==> config.mk <==
export PLATFORM = sky130hd
export DESIGN_NAME = axi_lite_reg_master
export DESIGN_NICKNAME = d
export VERILOG_FILES = /design/src/rtl/axi_lite_reg_master.sv
export SDC_FILE = /design/constraint.sdc
export NUM_CORES = 1
export LEC_CHECK = 0
export ABC_AREA = 1
export CAP_MARGIN = 20
export CORE_AREA = 4 4 125 127
export CTS_CLUSTER_DIAMETER = 120
export DETAILED_ROUTE_END_ITERATION = 16
export DIE_AREA = 0 0 129 131
export PLACE_DENSITY = 0.71
export SYNTH_ARGS = -nofsm -noshare
export SYNTH_HDL_FRONTEND = slang
export SYNTH_SLANG_ARGS = --single-unit
==> constraint.sdc <==
create_clock -name clk -period 1.9 [get_ports clk]
set_input_delay 0.38 -clock clk [delete_from_list [all_inputs] [get_ports clk]]
set_output_delay 0.38 -clock clk [all_outputs]
set_load 0.01 [all_outputs]
==> src/rtl/axi_lite_reg_master.sv <==
// AXI4-Lite initiator: turns single-beat register commands from a local
// controller into AXI4-Lite reads or writes, one transaction at a time,
// with a per-phase watchdog that aborts a stalled transaction.
module axi_lite_reg_master #(
    parameter int                            C_M_AXI_DATA_WIDTH = 32,
    parameter int                            C_M_AXI_ADDR_WIDTH = 32,
    parameter logic [C_M_AXI_ADDR_WIDTH-1:0] C_BASE_ADDRESS     = '0,
    parameter int                            C_TIMEOUT_CYCLES   = 1024
) (
    input  logic                            clk,
    input  logic                            reset,
    input  logic                            cmd_valid,
    output logic                            cmd_ready,
    input  logic                            cmd_write,
    input  logic [C_M_AXI_ADDR_WIDTH-1:0]   cmd_addr,
    input  logic [C_M_AXI_DATA_WIDTH-1:0]   cmd_wdata,
    input  logic [C_M_AXI_DATA_WIDTH/8-1:0] cmd_wstrb,
    output logic                            rsp_valid,
    input  logic                            rsp_ready,
    output logic [C_M_AXI_DATA_WIDTH-1:0]   rsp_rdata,
    output logic [1:0]                      rsp_resp,
    output logic                            rsp_timeout,
    output logic [C_M_AXI_ADDR_WIDTH-1:0]   M_AXI_AWADDR,
    output logic                            M_AXI_AWVALID,
    input  logic                            M_AXI_AWREADY,
    output logic [C_M_AXI_DATA_WIDTH-1:0]   M_AXI_WDATA,
    output logic [C_M_AXI_DATA_WIDTH/8-1:0] M_AXI_WSTRB,
    output logic                            M_AXI_WVALID,
    input  logic                            M_AXI_WREADY,
    input  logic [1:0]                      M_AXI_BRESP,
    input  logic                            M_AXI_BVALID,
    output logic                            M_AXI_BREADY,
    output logic [C_M_AXI_ADDR_WIDTH-1:0]   M_AXI_ARADDR,
    output logic                            M_AXI_ARVALID,
    input  logic                            M_AXI_ARREADY,
    input  logic [C_M_AXI_DATA_WIDTH-1:0]   M_AXI_RDATA,
    input  logic [1:0]                      M_AXI_RRESP,
    input  logic                            M_AXI_RVALID,
    output logic                            M_AXI_RREADY
);

    localparam int CW = $clog2(C_TIMEOUT_CYCLES) + 1;

    typedef enum logic [2:0] {IDLE, WR, WR_B, RD_AR, RD_R, RSP} state_t;

    state_t                          state_q, state_d;
    logic [CW-1:0]                   cnt_q, cnt_d;
    logic [C_M_AXI_ADDR_WIDTH-1:0]   addr_q, addr_d;
    logic [C_M_AXI_DATA_WIDTH-1:0]   wdata_q, wdata_d;
    logic [C_M_AXI_DATA_WIDTH/8-1:0] wstrb_q, wstrb_d;
    logic                            awDone_q, awDone_d;
    logic                            wDone_q, wDone_d;
    logic [C_M_AXI_DATA_WIDTH-1:0]   rdata_q, rdata_d;
    logic [1:0]                      resp_q, resp_d;
    logic                            timeout_q, timeout_d;

    logic          cmdHs, awHs, wHs, bHs, arHs, rHs;
    logic          timeoutHit;
    logic [CW-1:0] cntInc;

    assign cmdHs      = cmd_valid && cmd_ready;
    assign awHs       = M_AXI_AWVALID && M_AXI_AWREADY;
    assign wHs        = M_AXI_WVALID && M_AXI_WREADY;
    assign bHs        = M_AXI_BVALID && M_AXI_BREADY;
    assign arHs       = M_AXI_ARVALID && M_AXI_ARREADY;
    assign rHs        = M_AXI_RVALID && M_AXI_RREADY;
    assign timeoutHit = (cnt_q == CW'(C_TIMEOUT_CYCLES - 1));
    assign cntInc     = timeoutHit ? cnt_q : cnt_q + CW'(1);

    // State and datapath registers; reset abandons any transaction in flight
    always_ff @(posedge clk) begin
        if (reset) begin
            state_q   <= IDLE;
            cnt_q     <= '0;
            addr_q    <= '0;
            wdata_q   <= '0;
            wstrb_q   <= '0;
            awDone_q  <= 1'b0;
            wDone_q   <= 1'b0;
            rdata_q   <= '0;
            resp_q    <= '0;
            timeout_q <= 1'b0;
        end else begin
            state_q   <= state_d;
            cnt_q     <= cnt_d;
            addr_q    <= addr_d;
            wdata_q   <= wdata_d;
            wstrb_q   <= wstrb_d;
            awDone_q  <= awDone_d;
            wDone_q   <= wDone_d;
            rdata_q   <= rdata_d;
            resp_q    <= resp_d;
            timeout_q <= timeout_d;
        end
    end

    // Next state: phase sequencing, response capture and watchdog abort
    always_comb begin
        state_d   = state_q;
        cnt_d     = cnt_q;
        addr_d    = addr_q;
        wdata_d   = wdata_q;
        wstrb_d   = wstrb_q;
        awDone_d  = awDone_q;
        wDone_d   = wDone_q;
        rdata_d   = rdata_q;
        resp_d    = resp_q;
        timeout_d = timeout_q;
        case (state_q)
            IDLE: begin
                if (cmdHs) begin
                    addr_d    = cmd_addr ^ C_BASE_ADDRESS;
                    wdata_d   = cmd_wdata;
                    wstrb_d   = cmd_wstrb;
                    cnt_d     = '0;
                    awDone_d  = 1'b0;
                    wDone_d   = 1'b0;
                    timeout_d = 1'b0;
                    state_d   = cmd_write ? WR : RD_AR;
                end
            end
            WR: begin
                awDone_d = awDone_q || awHs;
                wDone_d  = wDone_q || wHs;
                if (awDone_d && wDone_d) begin
                    state_d = WR_B;
                    cnt_d   = '0;
                end else begin
                    cnt_d = cntInc;
                end
            end
            WR_B: begin
                if (bHs) begin
                    resp_d  = M_AXI_BRESP;
                    rdata_d = '0;
                    state_d = RSP;
                end else begin
                    cnt_d = cntInc;
                end
            end
            RD_AR: begin
                if (arHs) begin
                    state_d = RD_R;
                    cnt_d   = '0;
                end else begin
                    cnt_d = cntInc;
                end
            end
            RD_R: begin
                if (rHs) begin
                    rdata_d = M_AXI_RDATA;
                    resp_d  = M_AXI_RRESP;
                    state_d = RSP;
                end else begin
                    cnt_d = cntInc;
                end
            end
            RSP: begin
                if (rsp_ready) begin
                    state_d = IDLE;
                end
            end
            default: state_d = IDLE;
        endcase
        if ((state_d == state_q) && timeoutHit &&
            (state_q == WR || state_q == WR_B || state_q == RD_AR || state_q == RD_R)) begin
            state_d   = RSP;
            rdata_d   = C_M_AXI_DATA_WIDTH'(32'hDEADBEEF);
            resp_d    = 2'b10;
            timeout_d = 1'b1;
        end
    end

    // Outputs decoded from the current state and the latched command
    always_comb begin
        cmd_ready     = (state_q == IDLE) && !reset;
        M_AXI_AWVALID = (state_q == WR) && !awDone_q;
        M_AXI_WVALID  = (state_q == WR) && !wDone_q;
        M_AXI_BREADY  = (state_q == WR_B);
        M_AXI_ARVALID = (state_q == RD_AR);
        M_AXI_RREADY  = (state_q == RD_R);
        rsp_valid     = (state_q == RSP);
        rsp_rdata     = rdata_q;
        rsp_resp      = resp_q;
        rsp_timeout   = timeout_q;
        M_AXI_AWADDR  = addr_q;
        M_AXI_ARADDR  = addr_q;
        M_AXI_WDATA   = wdata_q;
        M_AXI_WSTRB   = wstrb_q;
    end

endmodule

==> flow_metrics.tcl <==
set metrics [dict create \
    outcome "finished clean" \
    drive_gt1_share_pct 11.66 \
    viasPerCell 4.618 \
    finalNonFillerCells 1110 \
    numClockSinks 119 \
    clkPwrFrac_pct 43.7 \
    max-cap-violations 0 \
    gr-total-overflow 0 \
    ys_seq_area_share_pct 47.30 \
    insertion_delay_ps 410 \
    ant_nets 0 \
    setup_viol 0 \
    met2_length_um 7698 \
    crit_fanout 28 \
    powerDensity_nw_per_um2 936.2 \
    clk_pin_slew_worst_paths_ps 50 \
    ys_async_sr_fraction_pct 0 \
    wl_per_cell_um 14.53 \
    r2r_start "state_q[0]" \
    period_needed_ps 1805 \
    skew_ps 5.512 \
    cts_max_path_buffers 2 \
    die_h_um 131 \
    ys_seq_elements 119 \
    r2r_end "rsp_rdata[28]" \
    required_ps 2180 \
    grt_max_degree 48 \
    leakagePower_nw 3.511 \
    cts_root_buf "clkbuf_16" \
    slew_viol_final 0 \
    period_share_pct 94.99 \
    syn_area_um2 5036 \
    peakVddDrop_mv 0.5336 \
    drc 0 \
    whs_endpoint "cnt_q[10]" \
    whs_path_depth 2 \
    hold_viol_final 0 \
    synth_edf_count 0 \
    numCtsBuffers 17 \
    ys_warn_count 0 \
    slew_headroom_pct 75.53 \
    hp-class "reg -> reg" \
    startpoint_type "register" \
    critPathKind "reg -> reg" \
    place_inst 1076 \
    synth.largest_area_cell "dfxtp_1" \
    internal_power_mw 5.881 \
    routed_wl_um 16130 \
    wl_met1_um 6530 \
    ctsHoldBuffers 0 \
    track_usage_pct 18.40 \
    area_delta_synth_final_pct 66.31 \
    power_frac_seq_pct 36.2 \
    netlist_instances 676 \
    dr_total_vias 5126 \
    die_x_um 129 \
    wl_met3_um 1690 \
    r2r_setup_slack_ps 100 \
    cts_tree "yes" \
    core_area_um2 14420 \
    post-route-util_pct 58.07 \
    hold_start "cnt_q[10]" \
    ys.flop_type "dfxtp_1" \
    postSynthAreaPerCell_um2 7.450 \
    num_rows 44 \
    design_area_um2 8376 \
    switchingPower_mw 1.961 \
    antenna_found_initial 0 \
    start_util_pct 34.91 \
    first_pass_iters 6 \
    place.gp.congestion 0.8879 \
    top_layer "met4" \
    yosys.area.top_type_share_pct 47.30 \
    fmax_ghz 0.5541 \
    switching_share_pct 25.01 \
    worstMarginPinSlew_ps 364.2 \
    nets 1028 \
    drtIter0Drc 208 \
    cp.arrival_ps 2090 \
    pin_count 256 \
    cts_max_level 4 \
    fp.dieArea_um2 16900 \
    grt_pass1_vias 4933 \
    synthTopCellsByArea "dfxtp_1 (47%), nand2_1 (17%), nand3_1 (8.7%), buf_4 (4.9%), o21ai_0 (3.0%)" \
    placed_area_um2 7719 \
    cp-end-kind "register" \
    synth_cell_type_count 35 \
    grt_first_pass_wirelength_um 24580 \
    synth_fp_nets 791 \
    combPwrFrac_pct 20.1 \
    r2r_cells 9 \
    num_antenna_cells 0 \
    dpl.hpwl_um 11790 \
    portBuffers 255 \
]
[cells in the mapped netlist, drive strengths merged (2+ instances only)]
| cell | count |
|---|---|
| clkinv | 2 |
| dfxtp | 119 |
| clkbuf | 23 |
| nand2 | 232 |
| inv | 27 |
| nand3 | 91 |
| xor2 | 3 |
| nand4 | 6 |
| buf | 50 |
| o21ai | 32 |
| nor2 | 38 |
| a21oi | 37 |
| a22oi | 8 |
[flip-flops by register name, summed over array words and instances (netlist names), 2 cells and up]
register,count
M_AXI_ARADDR,32
M_AXI_WDATA,32
M_AXI_WSTRB,4
cnt_q,11
rsp_rdata,32
rsp_resp,2
state_q,3
[routing by layer]
metal  global-route usage [%]  up-vias
met3                    8.008       15
met4                    6.238        0
met5                        0        -
li1                         -     2623
met1                    21.78     2281
met2                    30.00      207
[worst max-delay path by stage]
stage                from            end  slack [ps]  cells past startpoint
3_3_place_gp        reset    rsp_resp[1]        -180                      9
6_report       state_q[0]  rsp_rdata[28]         100                      9
5_1_grt        state_q[0]  rsp_rdata[27]          -9                      9
3_5_place_dp        reset   rsp_rdata[7]        -230                      9
4_1_cts        state_q[0]      cmd_ready           9                      3
2_1_floorplan       reset  rsp_rdata[12]         230                     10
[power by group through the flow]
stage / clock (mW) / sequential, mW / combinational, mW
3_3_place_gp: 0 / 2.88 / 1.58
2_1_floorplan: 0 / 2.95 / 0.613
3_5_place_dp: 0 / 2.89 / 1.59
5_1_grt: 3.62 / 2.87 / 1.71
4_1_cts: 3.50 / 2.84 / 1.59
6_report: 3.43 / 2.84 / 1.57
[through the flow]
stage	worst slack [ps]	power, mW	hold slack (ps)	setup TNS (ps)
2_1_floorplan	225.0	3.567	435.2	0
3_3_place_gp	-176.8	4.458	449.1	-11570
3_5_place_dp	-231.0	4.476	451.0	-16300
4_1_cts	8.562	7.935	459.1	0
5_1_grt	-9.385	8.206	476.2	-24.95
6_report	95.16	7.841	457.9	0
[critical path, cell delays in order (launching register included)]
cell     delay [ps]
dfxtp_2         350
buf_4           160
nor2_8          120
nand3_2         150
or2_2           330
o21ai_1          80
nor2_1           60
nand2_1         120
buf_12          200
a21oi_1         100
[cells in the final DEF (no fill, tap or decap), types with 2 or more instances in the layout]
| master | instances |
|---|---|
| clkdlybuf4s50_1 | 248 |
| nand2_1 | 229 |
| dfxtp_1 | 116 |
| nand3_1 | 88 |
| nor2_1 | 31 |
| o21ai_0 | 30 |
| buf_4 | 29 |
| a21oi_1 | 27 |
| inv_1 | 21 |
| clkbuf_16 | 17 |
| a21oi_2 | 10 |
| a22oi_1 | 8 |
| inv_2 | 7 |
| buf_12 | 7 |
| nand4_1 | 6 |
| clkinv_2 | 5 |
| bufinv_16 | 4 |
| nor2_4 | 3 |
| nor2_2 | 3 |
| nand3_2 | 3 |
| xor2_1 | 3 |
| clkbuf_8 | 3 |
| clkinv_4 | 3 |
| dlygate4sd2_1 | 3 |
| nand2_2 | 2 |
| buf_2 | 2 |
| clkbuf_2 | 2 |
| dfxtp_2 | 2 |
[area by class of cell]
cell class / count / area [um^2]
Tap cell: 184 / 230.2
Inverter: 29 / 110.1
Timing Repair Buffer: 291 / 2887
Sequential cell: 119 / 2389
Clock buffer: 20 / 466.7
Fill cell: 1358 / 6048
Multi-Input combinational cell: 455 / 2120
Clock inverter: 12 / 173.9
[cell families after synthesis]
logic type | synth area share [%]
simple gates | 31.80
flops | 47.30
buf+inv | 10.98
compound gates | 9.143
xor+xnor | 0.5218
fa+ha+maj | 0.2484
[what timing repair did]
action | 4_1_cts | 5_1_grt
buffers inserted | 2 | 0
resized for setup | 15 | 12
gates cloned | 0 | 0
pin swaps | 0 | 0
endpoints found under the setup margin | 7 | 43
Power figures use the tool's default switching activity.
